## config.mk

```make
export PLATFORM = sky130hd
export DESIGN_NAME = xgmii_tx_arbiter
export DESIGN_NICKNAME = d
export VERILOG_FILES = /design/src/rtl/xgmii_tx_arbiter.sv
export SDC_FILE = /design/constraint.sdc
export NUM_CORES = 1
export LEC_CHECK = 0
export CELL_PAD_IN_SITES_DETAIL_PLACEMENT = 1
export CELL_PAD_IN_SITES_GLOBAL_PLACEMENT = 2
export CORE_UTILIZATION = 29
export DETAILED_ROUTE_END_ITERATION = 8
export PLACE_DENSITY_LB_ADDON = 0.05
export SETUP_SLACK_MARGIN = 0.2
export SLEW_MARGIN = 20
export SYNTH_ARGS = -nofsm -noshare
export SYNTH_HDL_FRONTEND = slang
export SYNTH_SLANG_ARGS = --single-unit
```

## constraint.sdc

```tcl
create_clock -name sys_clk -period 12.4 [get_ports sys_clk]
set_input_delay 2.48 -clock sys_clk [delete_from_list [all_inputs] [get_ports sys_clk]]
set_output_delay 2.48 -clock sys_clk [all_outputs]
set_load 0.05 [all_outputs]
```

## src/rtl/xgmii_tx_arbiter.sv

```systemverilog
// Two-source XGMII TX arbiter: round-robin grant at frame boundaries, forced idle gap,
// watchdog/underrun abort with an error column, and per-source frame/abort counters.
module xgmii_tx_arbiter #(
    parameter int IFG_WORDS       = 2,
    parameter int MAX_FRAME_WORDS = 1200
) (
    input  logic        sys_clk,
    input  logic        sys_rst,
    input  logic        enable,
    input  logic        s0_valid,
    input  logic [63:0] s0_txd,
    input  logic [7:0]  s0_txc,
    input  logic        s0_last,
    output logic        s0_ready,
    input  logic        s1_valid,
    input  logic [63:0] s1_txd,
    input  logic [7:0]  s1_txc,
    input  logic        s1_last,
    output logic        s1_ready,
    output logic [63:0] xgmii_txd,
    output logic [7:0]  xgmii_txc,
    output logic        active_src,
    output logic        busy,
    output logic [31:0] frames0,
    output logic [31:0] frames1,
    output logic [15:0] abort_cnt
);

    localparam int CNT_RAW = $clog2(MAX_FRAME_WORDS + 1);
    localparam int CNT_W   = (CNT_RAW < 11) ? 11 : CNT_RAW;
    localparam logic [CNT_W-1:0] LIMIT_CNT = CNT_W'(MAX_FRAME_WORDS - 1);
    localparam logic [3:0]       GAP_LAST  = 4'(IFG_WORDS - 1);

    localparam logic [63:0] IDLE_TXD = 64'h0707070707070707;
    localparam logic [63:0] ERR_TXD  = 64'hFEFEFEFEFEFEFEFE;
    localparam logic [7:0]  CTRL_ALL = 8'hFF;

    localparam logic [1:0] ST_IDLE  = 2'd0;
    localparam logic [1:0] ST_XFER  = 2'd1;
    localparam logic [1:0] ST_ABORT = 2'd2;
    localparam logic [1:0] ST_GAP   = 2'd3;

    logic [1:0]       state;
    logic [1:0]       state_nxt;
    logic             last_src;
    logic [CNT_W-1:0] word_cnt;
    logic [3:0]       gap_cnt;

    logic             cur_valid;
    logic             cur_last;
    logic [63:0]      cur_txd;
    logic [7:0]       cur_txc;

    logic             grant_req;
    logic             grant_src;
    logic             word_take;
    logic             frame_done;
    logic             word_limit;
    logic             underrun;
    logic             abort_hit;

    // Handshake: a word moves when sN_valid && sN_ready in the same cycle. Ready depends
    // only on state and active_src, never on valid; valid dropping mid-frame is an underrun.
    assign s0_ready = (state == ST_XFER) && !active_src;
    assign s1_ready = (state == ST_XFER) &&  active_src;
    assign busy     = (state == ST_XFER) || (state == ST_ABORT);

    always_comb begin
        cur_valid = s0_valid;
        cur_last  = s0_last;
        cur_txd   = s0_txd;
        cur_txc   = s0_txc;
        if (active_src) begin
            cur_valid = s1_valid;
            cur_last  = s1_last;
            cur_txd   = s1_txd;
            cur_txc   = s1_txc;
        end
    end

    // With both requesting, the source that did not own the previous frame wins.
    assign grant_req = enable && (s0_valid || s1_valid);
    assign grant_src = (s0_valid && s1_valid) ? ~last_src : s1_valid;

    assign word_take  = (state == ST_XFER) && cur_valid;
    assign frame_done = word_take && cur_last;
    assign word_limit = (word_cnt == LIMIT_CNT);
    assign underrun   = (state == ST_XFER) && !cur_valid;
    assign abort_hit  = underrun || (state == ST_ABORT);

    always_comb begin
        state_nxt = state;
        case (state)
            ST_IDLE: begin
                if (grant_req) begin
                    state_nxt = ST_XFER;
                end
            end
            ST_XFER: begin
                if (!cur_valid || cur_last) begin
                    state_nxt = ST_GAP;
                end else if (word_limit) begin
                    state_nxt = ST_ABORT;
                end
            end
            ST_ABORT: state_nxt = ST_GAP;
            ST_GAP: begin
                if (gap_cnt == GAP_LAST) begin
                    state_nxt = ST_IDLE;
                end
            end
            default: state_nxt = ST_IDLE;
        endcase
    end

    always_ff @(posedge sys_clk or posedge sys_rst) begin
        if (sys_rst) begin
            state      <= ST_IDLE;
            active_src <= 1'b0;
            last_src   <= 1'b1;
        end else begin
            state <= state_nxt;
            if (state == ST_IDLE && grant_req) begin
                active_src <= grant_src;
                last_src   <= grant_src;
            end
        end
    end

    always_ff @(posedge sys_clk or posedge sys_rst) begin
        if (sys_rst) begin
            word_cnt <= '0;
            gap_cnt  <= '0;
        end else begin
            if (state == ST_IDLE) begin
                word_cnt <= '0;
            end else if (word_take) begin
                word_cnt <= word_cnt + 1'b1;
            end
            if (state == ST_GAP) begin
                gap_cnt <= gap_cnt + 4'd1;
            end else begin
                gap_cnt <= '0;
            end
        end
    end

    // Output column is always registered; anything but a forwarded word or an abort is idle.
    always_ff @(posedge sys_clk or posedge sys_rst) begin
        if (sys_rst) begin
            xgmii_txd <= IDLE_TXD;
            xgmii_txc <= CTRL_ALL;
        end else if (word_take) begin
            xgmii_txd <= cur_txd;
            xgmii_txc <= cur_txc;
        end else if (abort_hit) begin
            xgmii_txd <= ERR_TXD;
            xgmii_txc <= CTRL_ALL;
        end else begin
            xgmii_txd <= IDLE_TXD;
            xgmii_txc <= CTRL_ALL;
        end
    end

    // frame_done and abort_hit are mutually exclusive, so at most one counter moves per cycle.
    always_ff @(posedge sys_clk or posedge sys_rst) begin
        if (sys_rst) begin
            frames0   <= '0;
            frames1   <= '0;
            abort_cnt <= '0;
        end else begin
            if (frame_done && !active_src) begin
                frames0 <= frames0 + 32'd1;
            end
            if (frame_done && active_src) begin
                frames1 <= frames1 + 32'd1;
            end
            if (abort_hit && abort_cnt != 16'hFFFF) begin
                abort_cnt <= abort_cnt + 16'd1;
            end
        end
    end

endmodule

```

After elaboration in Yosys (flattened, before gate mapping)
Index checks and enable logic that the tools add are counted.
Storage, ports and cells
  word-level logic and storage cells: 61
  output and inout port bits: 156
  register bits: 171
  bits of input ports: 151
Operators by class
  $add $sub $neg: 5
  eq/ne operators: 9
  bitwise operators: 1
  reduce and logical (&&, ||, !) cells: 20
  muxes and demuxes: 16
Operators by type and width (count)
  64-bit 2-to-1 mux: 3
  32-bit by 1-bit adder with 32-bit output, second input constant: 2
  11-bit 2-to-1 mux: 2
  16-bit by 1-bit adder with 16-bit output, second input constant: 1
  8-bit 2-to-1 mux: 2
  16-bit inequality test, second input constant: 1
  11-bit by 1-bit adder with 11-bit output, second input constant: 1
  11-bit == test, second input constant: 1
  1-bit logical AND: 11
  2-bit 2-to-1 mux: 4
  2-bit case mux with 4 select lines: 1
  4-bit by 1-bit adder with 4-bit output, second input constant: 1
  2-bit == test, second input constant: 2
  4-bit by 1-bit == test with 1-bit output, second input constant: 1
  1-bit logical OR: 4
  4-bit 2-to-1 mux: 1
  2-bit inequality test, second input constant: 2
  1-bit 2-to-1 mux: 3
  3-bit by 2-bit inequality test with 1-bit output, second input constant: 1
  3-bit AND reduction: 1
  2-bit by 1-bit == test with 1-bit output, second input constant: 1
  1-bit zero test: 2
  2-bit zero test: 1
  2-bit nonzero test: 1
  1-bit inverter: 1

Logic depth before layout (Yosys ltp)
  depth after elaboration: 6
  mapped depth: 9
  depth with buffers taken out: 7

Least setup slack after synthesis
OpenSTA, ideal clock, no wires.
  path kind: flip-flop to output port
  start point: reg state[1]
  end point: out s0_ready
  path slack: 8425 ps
  required time: 9920 ps
  cell stages (with the launch flop): 6
  arrival time: 1495 ps
  path buffers: 1
  cells stage by stage: dfrtp_1 > inv_1 > ha_1 > buf_2 > inv_1 > nor2_1
Between the ends
  cells in the longest elaborated chain, start to end: 2
Ends and longest elaborated chain
  start: declaration: line 43  | logic [1:0] state;
  start signal: assignment: line 122  | state <= state_nxt;
  2-bit by 1-bit == test with 1-bit output: line 64  | assign s0_ready = (state == ST_XFER) && !active_src;
  1-bit logical AND: line 64
  end: declaration: line 14  | output logic s0_ready,
No other way between the ends.

Worst setup path after layout
Same ends and word-level chain as after synthesis.

==> results.json <==
{
  "synth.yosys.seq_area_share_pct": 56.5,
  "post_drt_wl_per_cell_um": 19.0,
  "ys_types": 47,
  "finalSetupTns_ps": 0,
  "p_seq_share_pct": 32.2,
  "io_buffers": 306,
  "clkSinkCount": 171,
  "final.period_utilization_pct": 40.2,
  "grt_pass1_vias": 6725,
  "p_comb_share_pct": 46.7,
  "syn-num-nets": 819,
  "p_leak_nw": 4.93,
  "hold_violations": 0,
  "ys.flop_type": "dfrtp_1",
  "cap_violations": 0,
  "skew_ps": 18.9,
  "cp-end-kind": "output port",
  "worst_slew_pin_slew_ps": 976,
  "yosysWarningCount": 0,
  "cts_buffer_depth": 2,
  "hold_buffers": 0,
  "gp_congestion": 0.814,
  "ys_top_cells_by_count": "138 x dfrtp_1, 73 x mux2i_1, 60 x xnor2_1",
  "start_util_pct": 29.4,
  "dr_total_vias": 6212,
  "ys_ff_latch": 171,
  "slew_headroom_pct": 34.8,
  "max_freq_mhz": 201,
  "cts_tree": "done",
  "die_h_um": 164,
  "ios": 307,
  "num_rows": 59,
  "fillers": 2830,
  "worstSkewPairLatency_ps": 430,
  "grt_overflow": 0,
  "arrival_ps": 2500,
  "rsz0062_at_grt": "false",
  "dr.pass1.iters": 4,
  "post_cts.repair.setup_buffers": 0,
  "ctsResizeCount": 0,
  "root_buffer": "clkbuf_16",
  "p_int_w": 0.00142,
  "layout-drive-gt1-share_pct": 9.05,
  "holdCritPathClass": "flop to flop",
  "switching_share_pct": 44.1,
  "syn_area_per_cell_um2": 11.6,
  "yosysTopAreaCellShare_pct": 45.2,
  "syn_inst": 658,
  "worstSetupPathType": "flop to output port",
  "core_area_um2": 26000,
  "synth_top_cell_by_area": "dfrtp_1",
  "p_per_area_nw_per_um2": 218,
  "peakVddDrop_uv": 113,
  "critPathLaunchType": "flop",
  "synthArstFlopShare_pct": 100,
  "period_needed_ps": 4980,
  "drt-vias-per-instance": 4.75,
  "switching_power_w": 0.00112,
  "grt_max_degree": 97,
  "antenna_found_initial": 3,
  "die_w_um": 164,
  "power_w": 0.00253,
  "required_ps": 9920,
  "drt_wl_total_um": 24800,
  "htree_levels": 4,
  "detail_route.iter0.violations": 264,
  "status": "complete, no violations",
  "syn_to_final_growth_pct": 52.2,
  "grt_pass1_wl_um": 38000,
  "setup_viol": 0,
  "final_antenna_net_count": 0,
  "synth_edf_count": 0,
  "synth_area_leaders": "dfrtp_1 45%, dfstp_2 11%, mux2i_1 9.6%, xnor2_1 6.9%, a21oi_1 3.5%",
  "drc": 0,
  "maxSlewViolCount": 0,
  "finalNetCount": 1120,
  "dieArea_um2": 27000,
  "clk_pin_slew_ps": 60,
  "netlist_area_um2": 7640,
  "synth.most_common_cell": "dfrtp_1",
  "fin_worst_hold_slack_ps": 488,
  "grt_use_total_pct": 18.6,
  "cts_buffers": 17,
  "path_max_fanout": 9,
  "dp.final_hpwl_um": 18800,
  "clockPowerShare_pct": 21.1
}
==> power by group through the flow <==
stage | Clock, W | Sequential, W | Combinational [W]
floorplan | 0 | 0.00120 | 0.000387
global placement | 0 | 0.000820 | 0.00118
detailed placement | 0 | 0.000827 | 0.00120
CTS | 0.000552 | 0.000819 | 0.00120
global route | 0.000572 | 0.000835 | 0.00125
finish | 0.000534 | 0.000816 | 0.00118
==> sequential cells by signal, indices dropped and copies added (netlist names) <==
register    count
abort_cnt      16
active_src      1
frames0        32
frames1        32
gap_cnt         4
last_src        1
state           2
word_cnt       11
xgmii_txc       8
xgmii_txd      64
==> stage by stage <==
step | cell area (um^2) | cells | util [%] | worst slack [ps]
5_1_grt | 11600 | 1308 | 44.8 | 7280
6_report | 11600 | 1308 | 44.8 | 7420
3_3_place_gp | 11000 | 1275 | 42.5 | 7580
3_5_place_dp | 11000 | 1275 | 42.5 | 7490
2_1_floorplan | 7640 | 658 | - | 5340
4_1_cts | 11600 | 1307 | 44.7 | 7380
==> cell families after synthesis <==
| logic type | count (synthesis) | synth area share (%) |
|---|---|---|
| xor+xnor | 84 | 9.62 |
| simple gates | 208 | 14.8 |
| buf+inv | 38 | 2.16 |
| flops | 171 | 56.5 |
| fa+ha+maj | 10 | 1.64 |
| compound gates | 68 | 4.78 |
| mux | 79 | 10.5 |
==> critical path, stage by stage, from the launching register on <==
cell and delay, ps:
dfrtp_1 420, inv_1 110, ha_1 410, inv_1 130, nor2_1 160, clkdlybuf4s50_1 850
==> per-layer routing <==
layer / track usage [%] / vias up / part of all wire, %
met3: 5.96 / 17 / 6.7
met5: 0 / - / 0.10
li1: - / 2874 / -
met4: 4.21 / 4 / 0.97
met1: 21.2 / 3130 / 39
met2: 33.6 / 187 / 53
==> cells in the final DEF (no fill, tap or decap), types with 11 or more instances in the layout <==
| cell | count |
|---|---|
| nand2_1 | 59 |
| clkbuf_16 | 17 |
| and3_1 | 11 |
| clkdlybuf4s50_1 | 306 |
| mux2i_1 | 73 |
| nor2_1 | 28 |
| dfrtp_1 | 137 |
| xnor2_1 | 60 |
| a21oi_1 | 53 |
| nand4_1 | 24 |
| xor2_1 | 24 |
| dfstp_2 | 33 |
| nand3_1 | 31 |
==> final timing paths <==
path                       depth (start not counted)  slack [ps]                    start                      end
max                                                5        7420     state[1]$_DFFE_PP0P_                 s0_ready
min                                                1         490  frames1[31]$_DFFE_PP0P_  frames1[31]$_DFFE_PP0P_
max reg2reg                                        7        9700     state[1]$_DFFE_PP0P_  frames0[30]$_DFFE_PP0P_
min reg2reg                                        1         490  frames1[31]$_DFFE_PP0P_  frames1[31]$_DFFE_PP0P_
max in group asynchronous                          3        8520                  sys_rst   active_src$_DFFE_PP0P_
min in group asynchronous                          2        2620                  sys_rst  frames1[26]$_DFFE_PP0P_
==> cell type report <==
class,count,area (um^2),share of cell area (%)
Multi-Input combinational cell,449,3170,27.2
Antenna cell,1,2.50,0.0215
Clock buffer,20,457,3.93
Tap cell,335,419,3.60
Inverter,11,46.3,0.398
Timing Repair Buffer,309,3090,26.6
Sequential cell,171,4320,37.2
Clock inverter,12,128,1.10
Note: power is estimated with default switching activity, not from simulation.
